### config.mk
export PLATFORM = sky130hd
export DESIGN_NAME = alu_issue_stage
export DESIGN_NICKNAME = d
export VERILOG_FILES = /design/src/rtl/alu_issue_pkg.sv /design/src/rtl/alu_issue_stage_regfile.sv /design/src/rtl/alu_issue_stage.sv
export SDC_FILE = /design/constraint.sdc
export NUM_CORES = 1
export LEC_CHECK = 0
export BUFFER_PORTS_ARGS = -buffer_cell sky130_fd_sc_hd__buf_2
export CAP_MARGIN = 20
export CORE_UTILIZATION = 55
export CTS_BUF_LIST = sky130_fd_sc_hd__clkbuf_4 sky130_fd_sc_hd__clkbuf_8
export CTS_CLUSTER_DIAMETER = 30
export DETAILED_ROUTE_END_ITERATION = 12
export PLACE_DENSITY = 0.79
export REMOVE_ABC_BUFFERS = 1
export SETUP_SLACK_MARGIN = 0.3
export SLEW_MARGIN = 10
export SYNTH_ARGS = -nofsm -noshare
export SYNTH_HDL_FRONTEND = slang
export SYNTH_SLANG_ARGS = --single-unit
### constraint.sdc
create_clock -name i_clock -period 2 [get_ports i_clock]
set_input_delay 0.4 -clock i_clock [delete_from_list [all_inputs] [get_ports i_clock]]
set_output_delay 0.4 -clock i_clock [all_outputs]
set_load 0.01 [all_outputs]
### src/rtl/alu_issue_pkg.sv
// Shared definitions for the ALU issue stage: datapath widths, opcode map
// (must agree with the ALU's parameters.vh) and the issue FSM state type.
package alu_issue_pkg;

    localparam int WORD_SIZE   = 16;
    localparam int OPCODE_SIZE = 4;
    localparam int REG_ADDR    = 3;
    localparam int IMM_WIDTH   = 8;

    localparam logic [OPCODE_SIZE-1:0] OP_ADD  = 4'd0;
    localparam logic [OPCODE_SIZE-1:0] OP_ADDI = 4'd1;
    localparam logic [OPCODE_SIZE-1:0] OP_AND  = 4'd2;
    localparam logic [OPCODE_SIZE-1:0] OP_ANDI = 4'd3;
    localparam logic [OPCODE_SIZE-1:0] OP_OR   = 4'd4;
    localparam logic [OPCODE_SIZE-1:0] OP_XOR  = 4'd5;
    localparam logic [OPCODE_SIZE-1:0] OP_NOT  = 4'd6;
    localparam logic [OPCODE_SIZE-1:0] OP_SUB  = 4'd7;
    localparam logic [OPCODE_SIZE-1:0] OP_COMP = 4'd8;
    localparam logic [OPCODE_SIZE-1:0] OP_LT   = 4'd9;
    localparam logic [OPCODE_SIZE-1:0] OP_EQ   = 4'd10;

    typedef enum logic [1:0] {
        ST_IDLE    = 2'd0,
        ST_ISSUE   = 2'd1,
        ST_CAPTURE = 2'd2
    } issue_state_t;

    // True for opcodes whose second operand comes from the immediate field.
    function automatic logic is_imm_op(input logic [OPCODE_SIZE-1:0] op);
        return (op == OP_ADDI) || (op == OP_ANDI);
    endfunction

endpackage

### src/rtl/alu_issue_stage_regfile.sv
// Register file for the issue stage: two combinational operand read ports,
// one combinational debug read port, one synchronous write port.
// r0 reads as zero and ignores writes.
module issue_regfile
    import alu_issue_pkg::*;
#(
    parameter int RA = REG_ADDR
) (
    input  logic                 i_clock,
    input  logic                 i_reset,
    input  logic [RA-1:0]        i_rd_addr1,
    output logic [WORD_SIZE-1:0] o_rd_data1,
    input  logic [RA-1:0]        i_rd_addr2,
    output logic [WORD_SIZE-1:0] o_rd_data2,
    input  logic [RA-1:0]        i_dbg_addr,
    output logic [WORD_SIZE-1:0] o_dbg_data,
    input  logic                 i_wr_en,
    input  logic [RA-1:0]        i_wr_addr,
    input  logic [WORD_SIZE-1:0] i_wr_data
);

    localparam int NUM_REGS = 1 << RA;

    logic [WORD_SIZE-1:0] r_mem [NUM_REGS];

    // Synchronous clear of every entry; writes to r0 are dropped so it stays zero.
    always_ff @(posedge i_clock) begin
        if (i_reset) begin
            for (int i = 0; i < NUM_REGS; i++) begin
                r_mem[i] <= '0;
            end
        end else if (i_wr_en && (i_wr_addr != '0)) begin
            r_mem[i_wr_addr] <= i_wr_data;
        end
    end

    assign o_rd_data1 = (i_rd_addr1 == '0) ? '0 : r_mem[i_rd_addr1];
    assign o_rd_data2 = (i_rd_addr2 == '0) ? '0 : r_mem[i_rd_addr2];
    assign o_dbg_data = (i_dbg_addr == '0) ? '0 : r_mem[i_dbg_addr];

endmodule

### src/rtl/alu_issue_stage.sv
// Issue/writeback sequencer wrapped around a registered ALU.
// An instruction takes IDLE/CAPTURE -> ISSUE -> CAPTURE; the next one may be
// accepted during CAPTURE, giving one instruction every two cycles. A result
// still being written back is forwarded straight from the ALU output to any
// dependent operand accepted in the same cycle.
module alu_issue_stage
    import alu_issue_pkg::*;
#(
    parameter int RA = REG_ADDR,
    parameter int IW = IMM_WIDTH
) (
    input  logic                   i_clock,
    input  logic                   i_reset,
    input  logic                   i_instr_valid,
    output logic                   o_instr_ready,
    input  logic [OPCODE_SIZE-1:0] i_instr_opcode,
    input  logic [RA-1:0]          i_instr_rd,
    input  logic [RA-1:0]          i_instr_rs1,
    input  logic [RA-1:0]          i_instr_rs2,
    input  logic [IW-1:0]          i_instr_imm,
    output logic [OPCODE_SIZE-1:0] o_alu_opcode,
    output logic [WORD_SIZE-1:0]   o_alu_input1,
    output logic [WORD_SIZE-1:0]   o_alu_input2,
    output logic                   o_alu_enable,
    input  logic [WORD_SIZE-1:0]   i_alu_out,
    output logic                   o_wb_valid,
    output logic [RA-1:0]          o_wb_rd,
    output logic [WORD_SIZE-1:0]   o_wb_data,
    input  logic [RA-1:0]          i_dbg_addr,
    output logic [WORD_SIZE-1:0]   o_dbg_data
);

    issue_state_t           r_state;
    logic [OPCODE_SIZE-1:0] r_opcode;
    logic [WORD_SIZE-1:0]   r_input1;
    logic [WORD_SIZE-1:0]   r_input2;
    logic [RA-1:0]          r_rd;
    logic                   r_alu_enable;
    logic                   r_wb_valid;

    logic                   w_accept;
    logic                   w_wr_en;
    logic                   w_bypass_ok;
    logic [WORD_SIZE-1:0]   w_rf_data1;
    logic [WORD_SIZE-1:0]   w_rf_data2;
    logic [WORD_SIZE-1:0]   w_src1;
    logic [WORD_SIZE-1:0]   w_src2;
    logic [WORD_SIZE-1:0]   w_imm_sext;
    logic [WORD_SIZE-1:0]   w_imm_zext;
    logic [WORD_SIZE-1:0]   w_operand2;

    assign o_instr_ready = (r_state == ST_IDLE) || (r_state == ST_CAPTURE);
    assign w_accept      = i_instr_valid && o_instr_ready;

    // Writeback happens at the edge leaving CAPTURE; the regfile drops r0.
    assign w_wr_en = (r_state == ST_CAPTURE);

    issue_regfile #(
        .RA (RA)
    ) u_regfile (
        .i_clock    (i_clock),
        .i_reset    (i_reset),
        .i_rd_addr1 (i_instr_rs1),
        .o_rd_data1 (w_rf_data1),
        .i_rd_addr2 (i_instr_rs2),
        .o_rd_data2 (w_rf_data2),
        .i_dbg_addr (i_dbg_addr),
        .o_dbg_data (o_dbg_data),
        .i_wr_en    (w_wr_en),
        .i_wr_addr  (r_rd),
        .i_wr_data  (i_alu_out)
    );

    // Immediate extension; the width-equal case needs no padding at all.
    if (WORD_SIZE > IW) begin : g_imm_ext
        assign w_imm_sext = {{(WORD_SIZE-IW){i_instr_imm[IW-1]}}, i_instr_imm};
        assign w_imm_zext = {{(WORD_SIZE-IW){1'b0}}, i_instr_imm};
    end else begin : g_imm_full
        assign w_imm_sext = i_instr_imm;
        assign w_imm_zext = i_instr_imm;
    end

    // The regfile write of the instruction in CAPTURE lands on the same edge
    // as this accept, so its value must come from the ALU output instead.
    assign w_bypass_ok = (r_state == ST_CAPTURE) && (r_rd != '0);
    assign w_src1 = (w_bypass_ok && (i_instr_rs1 == r_rd)) ? i_alu_out : w_rf_data1;
    assign w_src2 = (w_bypass_ok && (i_instr_rs2 == r_rd)) ? i_alu_out : w_rf_data2;

    // Second operand select: immediate forms override the rs2 read.
    always_comb begin
        w_operand2 = w_src2;
        if (is_imm_op(i_instr_opcode)) begin
            w_operand2 = (i_instr_opcode == OP_ADDI) ? w_imm_sext : w_imm_zext;
        end
    end

    // Issue FSM with registered ALU controls and writeback strobe.
    always_ff @(posedge i_clock) begin
        if (i_reset) begin
            r_state      <= ST_IDLE;
            r_opcode     <= '0;
            r_input1     <= '0;
            r_input2     <= '0;
            r_rd         <= '0;
            r_alu_enable <= 1'b0;
            r_wb_valid   <= 1'b0;
        end else begin
            case (r_state)
                ST_IDLE: begin
                    r_wb_valid   <= 1'b0;
                    r_alu_enable <= w_accept;
                    if (w_accept) begin
                        r_state <= ST_ISSUE;
                    end
                end
                ST_ISSUE: begin
                    r_alu_enable <= 1'b0;
                    r_wb_valid   <= 1'b1;
                    r_state      <= ST_CAPTURE;
                end
                ST_CAPTURE: begin
                    r_wb_valid   <= 1'b0;
                    r_alu_enable <= w_accept;
                    r_state      <= w_accept ? ST_ISSUE : ST_IDLE;
                end
                default: begin
                    r_wb_valid   <= 1'b0;
                    r_alu_enable <= 1'b0;
                    r_state      <= ST_IDLE;
                end
            endcase
            // Operands and opcode hold their last values between instructions.
            if (w_accept) begin
                r_opcode <= i_instr_opcode;
                r_rd     <= i_instr_rd;
                r_input1 <= w_src1;
                r_input2 <= w_operand2;
            end
        end
    end

    assign o_alu_opcode = r_opcode;
    assign o_alu_input1 = r_input1;
    assign o_alu_input2 = r_input2;
    assign o_alu_enable = r_alu_enable;
    assign o_wb_valid   = r_wb_valid;
    assign o_wb_rd      = r_rd;
    assign o_wb_data    = i_alu_out;

endmodule

; Yosys cells after proc, flatten, opt, wreduce, memory -nomap -nowiden
; Memory sizes are Yosys's and may differ from the RTL's.
; Index checks and enable logic that the tools add are counted.
; Widths: inputs -> output; s select.
[word_totals]
ff_bits = 43
ram_bits = 128
inputBits = 43
out_inout_bits = 74
elab_cells = 49
mem_count = 1
[mem_list]
columns = name, words, word_bits, read_ports, rd_ports_with_merged_regs, write_ports, line_no
row1 = u_regfile.r_mem, 8, 16, 3, 0, 8, alu_issue_stage_regfile.sv:24  ; logic [WORD_SIZE-1:0] r_mem [NUM_REGS];
[op_classes]
eq_ne = 7
n_mux = 19
bitwise = 1
n_reduce_logical = 14
[op_table]
columns = op, n
row1 = $mux 16, 8
row2 = $reduce_or 16->1, 1
row3 = $logic_not 3->1, 3
row4 = $mux 1, 8
row5 = $eq 3x3->1, 2
row6 = $pmux 2 s3, 1
row7 = $eq 4x1->1 const B, 1
row8 = $eq 4x2->1 const B, 1
row9 = $logic_and 1x1->1, 4
row10 = $reduce_or 2->1, 2
row11 = $mux 3, 1
row12 = $reduce_bool 3->1, 1
row13 = $eq 2x1->1 const B, 1
row14 = $eq 2x2->1 const B, 1
row15 = $logic_not 2->1, 1
row16 = $logic_or 1x1->1, 2
row17 = $mux 2, 1
row18 = $ne 2x2->1 const B, 1
row19 = $not 1->1, 1

; Logic depth before layout (Yosys ltp)
[logic_depth]
ltp_word = 7
depth_mapped = 7
ltp_nobuf = 4

; Cells and area by module
; Synthesis repeated with hierarchy kept, for this count alone.
[unflattened]
cells_unflattened = 886
hier_area_um2 = 9676.8
[by_module_without_submodules]
columns = mod, n_inst, cells_each, area_each_um2, seq_area_each_um2
row1 = issue_regfile, 1, 570, 7262.0, 3363.2
row2 = alu_issue_stage, 1, 316, 2414.8, 860.8

; Worst setup path before layout
; OpenSTA, ideal clock, no wires.
[synth_path]
path_type = in2reg
start = input port i_reset
end = memory u_regfile.r_mem[2][0], enable pin
setup_ns = 0.373
arrival_ns = 1.680
path_slack_ns = -0.053
stages = 4
path_buffers = 1
cell_sequence = clkbuf_1 -> or3_4 -> nor3b_4 -> or2_1
[synth_rtl]
columns = element, line_no
row1 = start: declaration, alu_issue_stage.sv:13  ; input logic i_reset,
row2 = end: declaration, alu_issue_stage_regfile.sv:24

==> metrics.txt <==
vias per inst 6.77; outcome finished with violations; highest-count cells in the layout ignoring fill and taps edfxtp_1, buf_4, buf_2; Crit. End Element output port; clock root cell clkbuf_8; row count 49; clock latency on the worst-skew pair 0.48 ns; vias in the first global route 8505; input/output buffers 116; worst path cell trace mux2_2 -> a221oi_4 -> nor2_2 -> buf_2; drt drc 0; fraction of layout cells with a size suffix above 1 0.412; TritonCTS clock tree yes; most common cell after layout, fill and taps aside edfxtp_1; largest family of logic cells by synthesized area multiplexers; mux contribution to synthesized area 0.212; Worst setup SP type register; initial antenna violation count 0; number of synthesized flops with an enable pin 128; Hold Crit Class input pin to register; Routed WL per cell 26.4 um; Die Span Y 137 um; Synth Area in Adders 0; Synth Area in Compound Gates 0.130; nets@finish 1075; grt total ovfl 0; fin area 12500 sq um; Worst EP required 1.60 ns; Antenna Cells 0; GRT Total Usage 0.361; Distinct cells, synth 47; DR vias 8628; FMAX 464 MHz; worst vdd ir 0.506 mV; Post-Synth Simple-Gate Area 0.130; Core Area 17900 sq um; power per cell area 670 nW/um^2; Fillers 1226; ys flop type edfxtp_1; largest net degree at the start of global routing 33; Crit Path Class register to output port; first-pass GRT wire length 48700 um; post-DP HPWL 21000 um; Final Hold Viols 0; Mapped Area 10000 sq um; post-synthesis register bit count 171; Area Overhead vs Synth 24.6%; Non-Filler Instances 1274; Worst path slowest cell edfxtp_1; clk sinks 171; hold_ws 0.153 ns; GP Congestion 0.934; CP max stage delay 0.44 ns; sum of negative setup slack -1.68 ns; Mapped Cells 825; maxcap violations 0; Area after DPL 11300 sq um; fin util 0.699; # IOs 117; Final period util 1.08; Detail Route Antenna Nets 0; Die Span X 137 um; sequential area share after synthesis 0.469; Post-synth ARST share 0; P_leak 5.15 nW; Initial Util 0.561; H-tree depth 4; CTS Buf Count 17; Setup WS pre-CTS -0.0493 ns; final worst slack -0.157 ns; die area 18800 sq um; Initial DRC Count 971; Worst Path Max Fanout 2; clock-pin slew on the worst setup and hold paths 0.09 ns; RSZ-0062 raised after global routing true; final setup violation count 16; Worst Skew 0.00852 ns; WL final 33600 um; Yosys warnings 0; total power 8.39 mW; Tmin final 2.16 ns; drt first pass iters 5; syn_area_per_cell 12.2 sq um; failing checks negative setup slack; Post-Synth XOR/XNOR Area 0.00523; Placed Cells 1179; Arrival @ worst endpoint 1.76 ns; max-slew violation count 0; Clock Path Buffers 2
-- synthesized netlist by cell type, types with 23 or more instances --
| cell type | number | area [sq um] |
|---|---|---|
| buf_4 | 23 | 173 |
| edfxtp_1 | 128 | 3840 |
| dfxtp_1 | 43 | 861 |
| a22oi_1 | 32 | 240 |
| a211oi_1 | 23 | 173 |
| buf_2 | 24 | 120 |
| clkbuf_1 | 36 | 135 |
| a31oi_1 | 32 | 200 |
| mux2_2 | 30 | 338 |
| mux4_2 | 36 | 811 |
| nor2_1 | 53 | 199 |
| and2_1 | 113 | 707 |
| mux2i_1 | 66 | 661 |
-- area by class of cell --
| type | count | area, sq um | area share |
|---|---|---|---|
| Sequential cell | 171 | 4710 | 0.377 |
| Timing Repair Buffer | 266 | 2000 | 0.160 |
| Tap cell | 229 | 287 | 0.0229 |
| Multi-Input combinational cell | 574 | 5080 | 0.406 |
| Clock inverter | 11 | 144 | 0.0115 |
| Inverter | 2 | 7.51 | 0.000600 |
| Clock buffer | 21 | 277 | 0.0221 |
-- report_power, final --
group / internal (mW) / switching, mW
clock network: 1.32 / 1.28
logic: 0.767 / 0.917
registers: 3.98 / 0.128
total: 6.07 / 2.32
-- state kept, by name (all words and copies together), names as in the netlist --
register         flops
o_alu_input2        16
o_alu_input1        16
o_alu_opcode         4
r_state              2
u_regfile.r_mem    128
o_alu_enable         1
o_wb_rd              3
o_wb_valid           1
-- path summary, 6_finish.rpt --
| check | from | endpoint | slack, ns | cells past startpoint |
|---|---|---|---|---|
| max | u_regfile.r_mem[3][8]$_SDFFCE_PN0P_ | o_dbg_data[8] | -0.16 | 4 |
| min | i_instr_rd[2] | o_wb_rd[2]$_SDFFE_PP0P_ | 0.15 | 3 |
| max reg2reg | r_state[0]$_SDFFE_PP0P_ | u_regfile.r_mem[2][6]$_SDFFCE_PN0P_ | 0.23 | 5 |
| min reg2reg | o_alu_opcode[1]$_SDFFE_PP0P_ | o_alu_opcode[1]$_SDFFE_PP0P_ | 0.46 | 2 |
-- critical path: cells and delay by family, from the launching register on --
kind,cells,cell delay (ns)
muxes,1,0.32
AOI/OAI and AO/OA,1,0.29
and+or+nand+nor,1,0.08
buffers and inverters,1,0.15
DFF,1,0.44
-- timing repair --
action                     CTS  global route
gates resized for setup     34            50
pin swaps                    5            15
setup buffers               45            15
setup endpoints to repair   78           149
hold buffers                 0             0
cloned                       2             1
-- per-layer routing --
metal	track usage	part of all wire
met5	0	0
met4	0.236	0.062
met3	0.0996	0.11
met2	0.584	0.49
met1	0.420	0.34
-- cell families after synthesis --
kind of cell / count (synthesis)
xor gates and xnor gates: 6
other: 1
muxes: 144
DFF: 171
and+or+nand+nor: 228
buffers and inverters: 95
AOI/OAI and AO/OA: 180
Power figures use the tool's default switching activity.
